`src/rtl/prio_arbiter.sv`:
```
// Registered N-way priority arbiter with a valid/ready output stage.
// mode=0 grants the highest set request index. mode=1 is round-robin,
// starting the search at a pointer that advances past each accepted grant.
module prio_arbiter #(
  parameter  int N      = 8,
  localparam int CODE_W = $clog2(N)
) (
  input  logic              clk,
  input  logic              rst,
  input  logic              mode,
  input  logic [N-1:0]      req,
  input  logic              out_ready,
  output logic              out_valid,
  output logic [CODE_W-1:0] code,
  output logic [N-1:0]      grant,
  output logic              none
);

  localparam logic [CODE_W-1:0] LAST = CODE_W'(N - 1);

  typedef enum logic {
    IDLE  = 1'b0,
    VALID = 1'b1
  } state_t;

  state_t            state_q, state_d;
  logic [CODE_W-1:0] ptr, ptr_d;
  logic              last_mode, last_mode_d;
  logic [CODE_W-1:0] code_d;
  logic [N-1:0]      grant_d;
  logic              none_d;

  logic              loadable, handshake;
  logic [CODE_W-1:0] ptr_adv, search_ptr;
  logic [CODE_W-1:0] fx_code, rr_code;
  logic              rr_found;
  int                rr_idx;

  assign out_valid = (state_q == VALID);

  // Work out the pointer the round-robin search starts from for this load.
  // A mode change since the previous load restarts the rotation at index 0.
  always_comb begin
    loadable  = (state_q == IDLE) || out_ready;
    handshake = (state_q == VALID) && out_ready;
    ptr_adv   = ptr;
    if (handshake) begin
      ptr_adv = (code == LAST) ? '0 : code + CODE_W'(1);
    end
    search_ptr = (mode != last_mode) ? '0 : ptr_adv;
  end

  // Fixed-priority and round-robin winner selection over the live request vector.
  always_comb begin
    fx_code  = '0;
    rr_code  = '0;
    rr_found = 1'b0;
    rr_idx   = 0;
    for (int i = 0; i < N; i++) begin
      if (req[i]) fx_code = CODE_W'(i);
    end
    for (int i = 0; i < N; i++) begin
      rr_idx = int'(search_ptr) + i;
      if (rr_idx >= N) rr_idx = rr_idx - N;
      if (!rr_found && req[rr_idx]) begin
        rr_found = 1'b1;
        rr_code  = CODE_W'(rr_idx);
      end
    end
  end

  // Next-state and next-output logic; a stalled VALID stage holds everything.
  always_comb begin
    state_d     = state_q;
    code_d      = code;
    grant_d     = grant;
    none_d      = none;
    ptr_d       = ptr;
    last_mode_d = last_mode;
    if (loadable) begin
      ptr_d       = search_ptr;
      last_mode_d = mode;
      if (req == '0) begin
        state_d = IDLE;
        code_d  = '0;
        grant_d = '0;
        none_d  = 1'b1;
      end else begin
        state_d          = VALID;
        code_d           = mode ? rr_code : fx_code;
        grant_d          = '0;
        grant_d[code_d]  = 1'b1;
        none_d           = 1'b0;
      end
    end
  end

  // State and output registers with synchronous reset.
  always_ff @(posedge clk) begin
    if (rst) begin
      state_q   <= IDLE;
      code      <= '0;
      grant     <= '0;
      none      <= 1'b1;
      ptr       <= '0;
      last_mode <= 1'b0;
    end else begin
      state_q   <= state_d;
      code      <= code_d;
      grant     <= grant_d;
      none      <= none_d;
      ptr       <= ptr_d;
      last_mode <= last_mode_d;
    end
  end

endmodule

```
`config.mk`:
```
export PLATFORM = sky130hd
export DESIGN_NAME = prio_arbiter
export DESIGN_NICKNAME = d
export VERILOG_FILES = /design/src/rtl/prio_arbiter.sv
export SDC_FILE = /design/constraint.sdc
export NUM_CORES = 1
export LEC_CHECK = 0
export ABC_CLOCK_PERIOD_IN_PS = 4300
export BUFFER_PORTS_ARGS = -buffer_cell sky130_fd_sc_hd__buf_2
export CORE_ASPECT_RATIO = 1.25
export CORE_MARGIN = 2
export CORE_UTILIZATION = 40
export CTS_CLUSTER_SIZE = 28
export DETAILED_ROUTE_END_ITERATION = 8
export PLACE_DENSITY = 0.58
export SYNTH_ARGS = -nofsm -noshare
export SYNTH_HDL_FRONTEND = slang
export SYNTH_SLANG_ARGS = --single-unit
export TNS_END_PERCENT = 50
```
`constraint.sdc`:
```
create_clock -name clk -period 4.3 [get_ports clk]
set_input_delay 0.215 -clock clk [delete_from_list [all_inputs] [get_ports clk]]
set_output_delay 0.215 -clock clk [all_outputs]
set_load 0.01 [all_outputs]
```
==> impl_metrics.json, run 1 <==
{
  "fin_skew_ps": 3.64,
  "cts-root-buf": "clkbuf_8",
  "p_leak_nw": 0.937,
  "dp_cells": 319,
  "final_cell_mix": "nand2_1 (25), nor2_1 (24), buf_2 (24)",
  "die_w_um": 66.1,
  "grtUsageTotal_pct": 22.8,
  "drt_first_pass_iters": 5,
  "drcViolationCount": 0,
  "critPathArrivalTime_ps": 4150,
  "worstMarginPinSlew_ps": 774,
  "setup_viol": 0,
  "synth_fp_nets": 252,
  "final_common_cell": "nand2_1",
  "antenna_left": 0,
  "clk_pin_slew_worst_paths_ps": 60,
  "vias": 2049,
  "initial_core_util_pct": 41.1,
  "grt_antenna_before_repair": 0,
  "htreeDepth": 1,
  "tns_ps": 0,
  "die_area_um2": 5400,
  "path_cells": "ha_1 > ha_1 > nand4bb_4 > a21oi_4 > inv_4 > ha_1 > clkinv_1 > mux2i_1 > a221oi_1 > nor4b_1 > a211oi_1 > o31ai_2 > nor2_1 > a32o_1",
  "nNetsFinal": 280,
  "antennaDiodeCount": 0,
  "fmax_ghz": 0.249,
  "overflow": 0,
  "tritoncts": "built",
  "fp.dieH_um": 81.7,
  "vdd_drop_max_mv": 0.261,
  "synth_cells": 237,
  "io_pins": 25,
  "crit_path_frequent_cell": "ha_1",
  "viasPerCell": 6.32,
  "synth_cell_types": 69,
  "slew_violations": 0,
  "synth_edf_count": 0,
  "fin_crit_ps": 4010,
  "synth-main-ff-cell": "dfxtp_1",
  "seq_area_frac_synth_pct": 17.6,
  "period_share_pct": 93.2,
  "syn-mean-instance-area_um2": 8.15,
  "yosysWarnings": 0,
  "worstSetupEndpointType": "flop",
  "wl_per_cell_um": 18.0,
  "cp.required_ps": 4440,
  "critPathMaxFanout": 9,
  "fp-row-count": 28,
  "grt_pass1_wl_mm": 9.69,
  "cts_sinks": 17,
  "core-area_um2": 4690,
  "grt_pass1_vias": 1930,
  "instances_no_fill": 324,
  "gp_congestion": 0.893,
  "drt_iter0_drc": 186,
  "crit_path_start_kind": "flop",
  "clock_path_buffers": 2,
  "hold_path.class": "in2reg",
  "post_dp_cell_area_um2": 2140,
  "rsz0062_at_grt": "false",
  "cts_made_buffers": 3,
  "grt_max_degree": 17,
  "status": "completed",
  "place_hpwl_mm": 4.52,
  "io_buffers": 24,
  "worstSkewPairLatency_ps": 250,
  "synthesis.area_um2": 1930,
  "hold_viol_final": 0,
  "max_cap_violations": 0,
  "area_growth_pct": 13.5,
  "cp_slowest_cell": "o31ai_2",
  "timing.final.ws_setup_ps": 291,
  "critPathKind": "reg2reg",
  "drive_above_1_share_pct": 24.6,
  "synthArstFlopShare_pct": 0,
  "maxSlewHeadroom_pct": 48.4,
  "fin_util_pct": 46.7,
  "p_per_area_nw_per_um2": 260,
  "routed_wl_mm": 5.84,
  "cp_slowest_stage_delay_ps": 440,
  "synth_seq_cells": 17,
  "dp_slack_ps": 252,
  "design_area_um2": 2190
}
[critical path: cells and delay by family (launching register included)]
kind,cells,cell delay [ps]
adder cells (fa/ha/maj),3,750
buffers and inverters,2,340
multiplexers,1,190
AND/OR/NAND/NOR,3,760
AO/OA/AOI/OAI,5,1510
flip-flops,1,340
[kinds of logic (layout without fill, tap and decap cells)]
logic type               after synthesis  in the layout  share of synthesized area (%)
AO/OA/AOI/OAI                         92             92                           36.9
buffers and inverters                 22             49                           5.44
multiplexers                          23             23                           14.6
AND/OR/NAND/NOR                       76             76                           21.3
flip-flops                            17             17                           17.6
adder cells (fa/ha/maj)                3              3                           1.94
XOR/XNOR                               4              4                           2.20
[worst paths after layout]
check             slack [ps]     from  depth (start not counted)  endpoint
setup / recovery         290  code[0]                         14  grant[3]
hold / removal           300      rst                          2  grant[2]
setup reg to reg         290  code[0]                         14  grant[3]
hold reg to reg          450     none                          2      none
[stage by stage]
| step | hold WS, ps | power (mW) |
|---|---|---|
| final | 296 | 0.571 |
| after global routing | 306 | 0.607 |
| after CTS | 297 | 0.571 |
| after detailed placement | 430 | 0.452 |
| after global placement | 430 | 0.454 |
| after floorplan | 427 | 0.377 |
[cells in the mapped netlist, types with 4 or more instances]
| library cell | n | area (um^2) |
|---|---|---|
| a31oi_1 | 5 | 31.3 |
| o21ai_0 | 10 | 50.1 |
| dfxtp_1 | 17 | 340 |
| nand2_1 | 25 | 93.8 |
| a221oi_1 | 4 | 35.0 |
| a211oi_1 | 8 | 60.1 |
| nor3_1 | 5 | 25.0 |
| a21oi_1 | 19 | 95.1 |
| inv_1 | 7 | 26.3 |
| clkbuf_1 | 8 | 30.0 |
| nor2_1 | 24 | 90.1 |
| mux2i_1 | 14 | 140 |
| a32o_1 | 4 | 40.0 |
| mux2_2 | 5 | 56.3 |
[cell type report]
class,instances,area [um^2]
Clock buffer,4,45.0
Sequential cell,17,340
Multi-Input combinational cell,198,1490
Timing Repair Buffer,36,210
Fill cell,500,2500
Tap cell,60,75.1
Inverter,9,36.3
[repair_timing]
item,4_1_cts,5_1_grt
resized for setup,0,1
endpoints found under the setup margin,0,8
setup buffers,0,1
hold buffers,0,0
[sequential cells by signal, summed over array words and instances (netlist names)]
name,flops
grant,8
code,3
none,1
out_valid,1
last_mode,1
ptr,3
[routing by layer]
layer	wire (um)	part of all wire, %	GRT usage, %
met3	264	4.5	1.23
met1	2570	44	29.7
met5	0	0	0
met4	239	4.1	10.8
met2	2770	47	38.3
[report_power, final]
part           switching (mW)  total [mW]  internal [mW]
Sequential            0.00864       0.177          0.169
Combinational           0.162       0.277          0.115
Clock                  0.0508       0.116         0.0657
Total                   0.221       0.571          0.350
Power figures use the tool's default switching activity.
==> run 2, diff against run 1 <==
- CORE_MARGIN: 2 -> 3
- PLACE_DENSITY: 0.58 -> not set
- PLACE_DENSITY_LB_ADDON: not set -> 0.3
==> impl_metrics.json, run 2 (synthesis gave the netlist of run 1 again) <==
{
  "instances_no_fill": 317,
  "crit_path_frequent_cell": "ha_1",
  "setup_viol": 0,
  "slew_violations": 0,
  "critPathKind": "reg2reg",
  "cp.required_ps": 4500,
  "nNetsFinal": 275,
  "io_pins": 25,
  "reg2reg_from": "code[0]",
  "largest_reg_flops": 8,
  "gp_congestion": 0.902,
  "max_cap_violations": 0,
  "timing.rr.end": "grant[7]",
  "critPathLaunch": "code[0]",
  "grt_pass1_vias": 1929,
  "cts_sinks": 17,
  "antenna_left": 0,
  "status": "completed",
  "grt_antenna_before_repair": 0,
  "dp_slack_ps": 316,
  "tns_ps": 0,
  "fin_skew_ps": 2.82,
  "cp_slowest_cell": "nor4b_4",
  "hold_path_startpoint": "rst",
  "cts-root-buf": "clkbuf_8",
  "fmax_ghz": 0.247,
  "final_cell_mix": "nand2_1 (25), nor2_1 (24), buf_2 (24)",
  "period_share_pct": 94.2,
  "dp_cells": 313,
  "routed_wl_mm": 5.50,
  "critPathArrivalTime_ps": 4250,
  "timing.final.ws_setup_ps": 249,
  "cts_made_buffers": 3,
  "hold_path.class": "in2reg",
  "fin_util_pct": 47.7,
  "die_area_um2": 5700,
  "p_leak_nw": 0.917,
  "critPathMaxFanout": 7,
  "overflow": 0,
  "worstSetupEndpointType": "flop",
  "drt_first_pass_iters": 5,
  "die_w_um": 68.1,
  "maxSlewHeadroom_pct": 47.4,
  "path_cells": "ha_1 > ha_1 > nand4b_1 > a21oi_1 > inv_1 > ha_1 > clkinv_1 > mux4_1 > inv_1 > nor4b_4 > a211oi_1 > o31ai_2 > nor2b_1 > a32o_1",
  "total_power_uw": 565,
  "viasPerCell": 6.39,
  "hold_viol_final": 0,
  "grt_pass1_wl_mm": 9.16,
  "grt_max_degree": 17,
  "htreeDepth": 1,
  "final_common_cell": "nand2_1",
  "fp-row-count": 27,
  "drcViolationCount": 0,
  "drive_above_1_share_pct": 23.9,
  "r2r_slack_ps": 250,
  "grtUsageTotal_pct": 20.2,
  "path_depth": 14,
  "initial_core_util_pct": 42.6,
  "area_growth_pct": 11.7,
  "fp.dieH_um": 83.7,
  "cts_repair_resize_count": 0,
  "core-area_um2": 4530,
  "cp-endpoint": "grant[7]",
  "cp_top_family": "compound AO/OA/AOI/OAI gates",
  "post_cts_buffers": 0,
  "cp_slowest_stage_delay_ps": 420,
  "cts_hold_buf": 0,
  "drt_iter0_drc": 206,
  "reg2reg_depth": 14,
  "worstSkewPairLatency_ps": 250,
  "io_buffers": 24,
  "clk_pin_slew_worst_paths_ps": 60,
  "clock_path_buffers": 2,
  "p_per_area_nw_per_um2": 262,
  "top_regs": "grant: 8 flops, code: 3 flops, ptr: 3 flops",
  "tritoncts": "built",
  "vdd_drop_max_mv": 0.214,
  "antennaDiodeCount": 0,
  "place_hpwl_mm": 4.24,
  "fin_crit_ps": 4050,
  "worstMarginPinSlew_ps": 787,
  "regMostFlops": "grant",
  "vias": 2025,
  "path_buf_inv": 3,
  "crit_path_start_kind": "flop",
  "wl_per_cell_um": 17.3
}
run 2: where the power goes:
| group | leakage (nW) | switching (mW) | internal (mW) | total [mW] |
|---|---|---|---|---|
| sequential | 0.139 | 0.00883 | 0.169 | 0.177 |
| combinational | 0.752 | 0.158 | 0.112 | 0.270 |
| clock | 0.0255 | 0.0530 | 0.0643 | 0.117 |
run 2: how the worst min path moves through the flow:
stage	slack, ps	cells past startpoint	endpoint
global placement	430	2	none
floorplan	430	2	ptr[1]
CTS	280	2	grant[2]
global route	320	2	ptr[2]
finish	290	2	grant[6]
detailed placement	430	2	none
run 2: layer usage:
metal / wire, um / track usage (%) / vias to the layer above
met5: 0 / 0 / -
met4: 147 / 6.87 / 0
met3: 339 / 1.75 / 15
met2: 2600 / 32.5 / 96
met1: 2410 / 27.6 / 951
li1: - / - / 963
run 2: final cells by class:
class                      instances  area, um^2
clock inverter                     1        5.00
sequential                        17         340
tap                               58        72.6
fill                             469        2370
clock buffer                       3        41.3
timing repair buffer              31         173
inverter                           9        36.3
multi-input combinational        198        1490
run 2: stage by stage:
| stage | cell area (um^2) | hold WS, ps |
|---|---|---|
| 3_5_place_dp | 2110 | 434 |
| 6_report | 2160 | 291 |
| 4_1_cts | 2150 | 285 |
| 5_1_grt | 2160 | 315 |
| 2_1_floorplan | 1930 | 427 |
| 3_3_place_gp | 2110 | 429 |
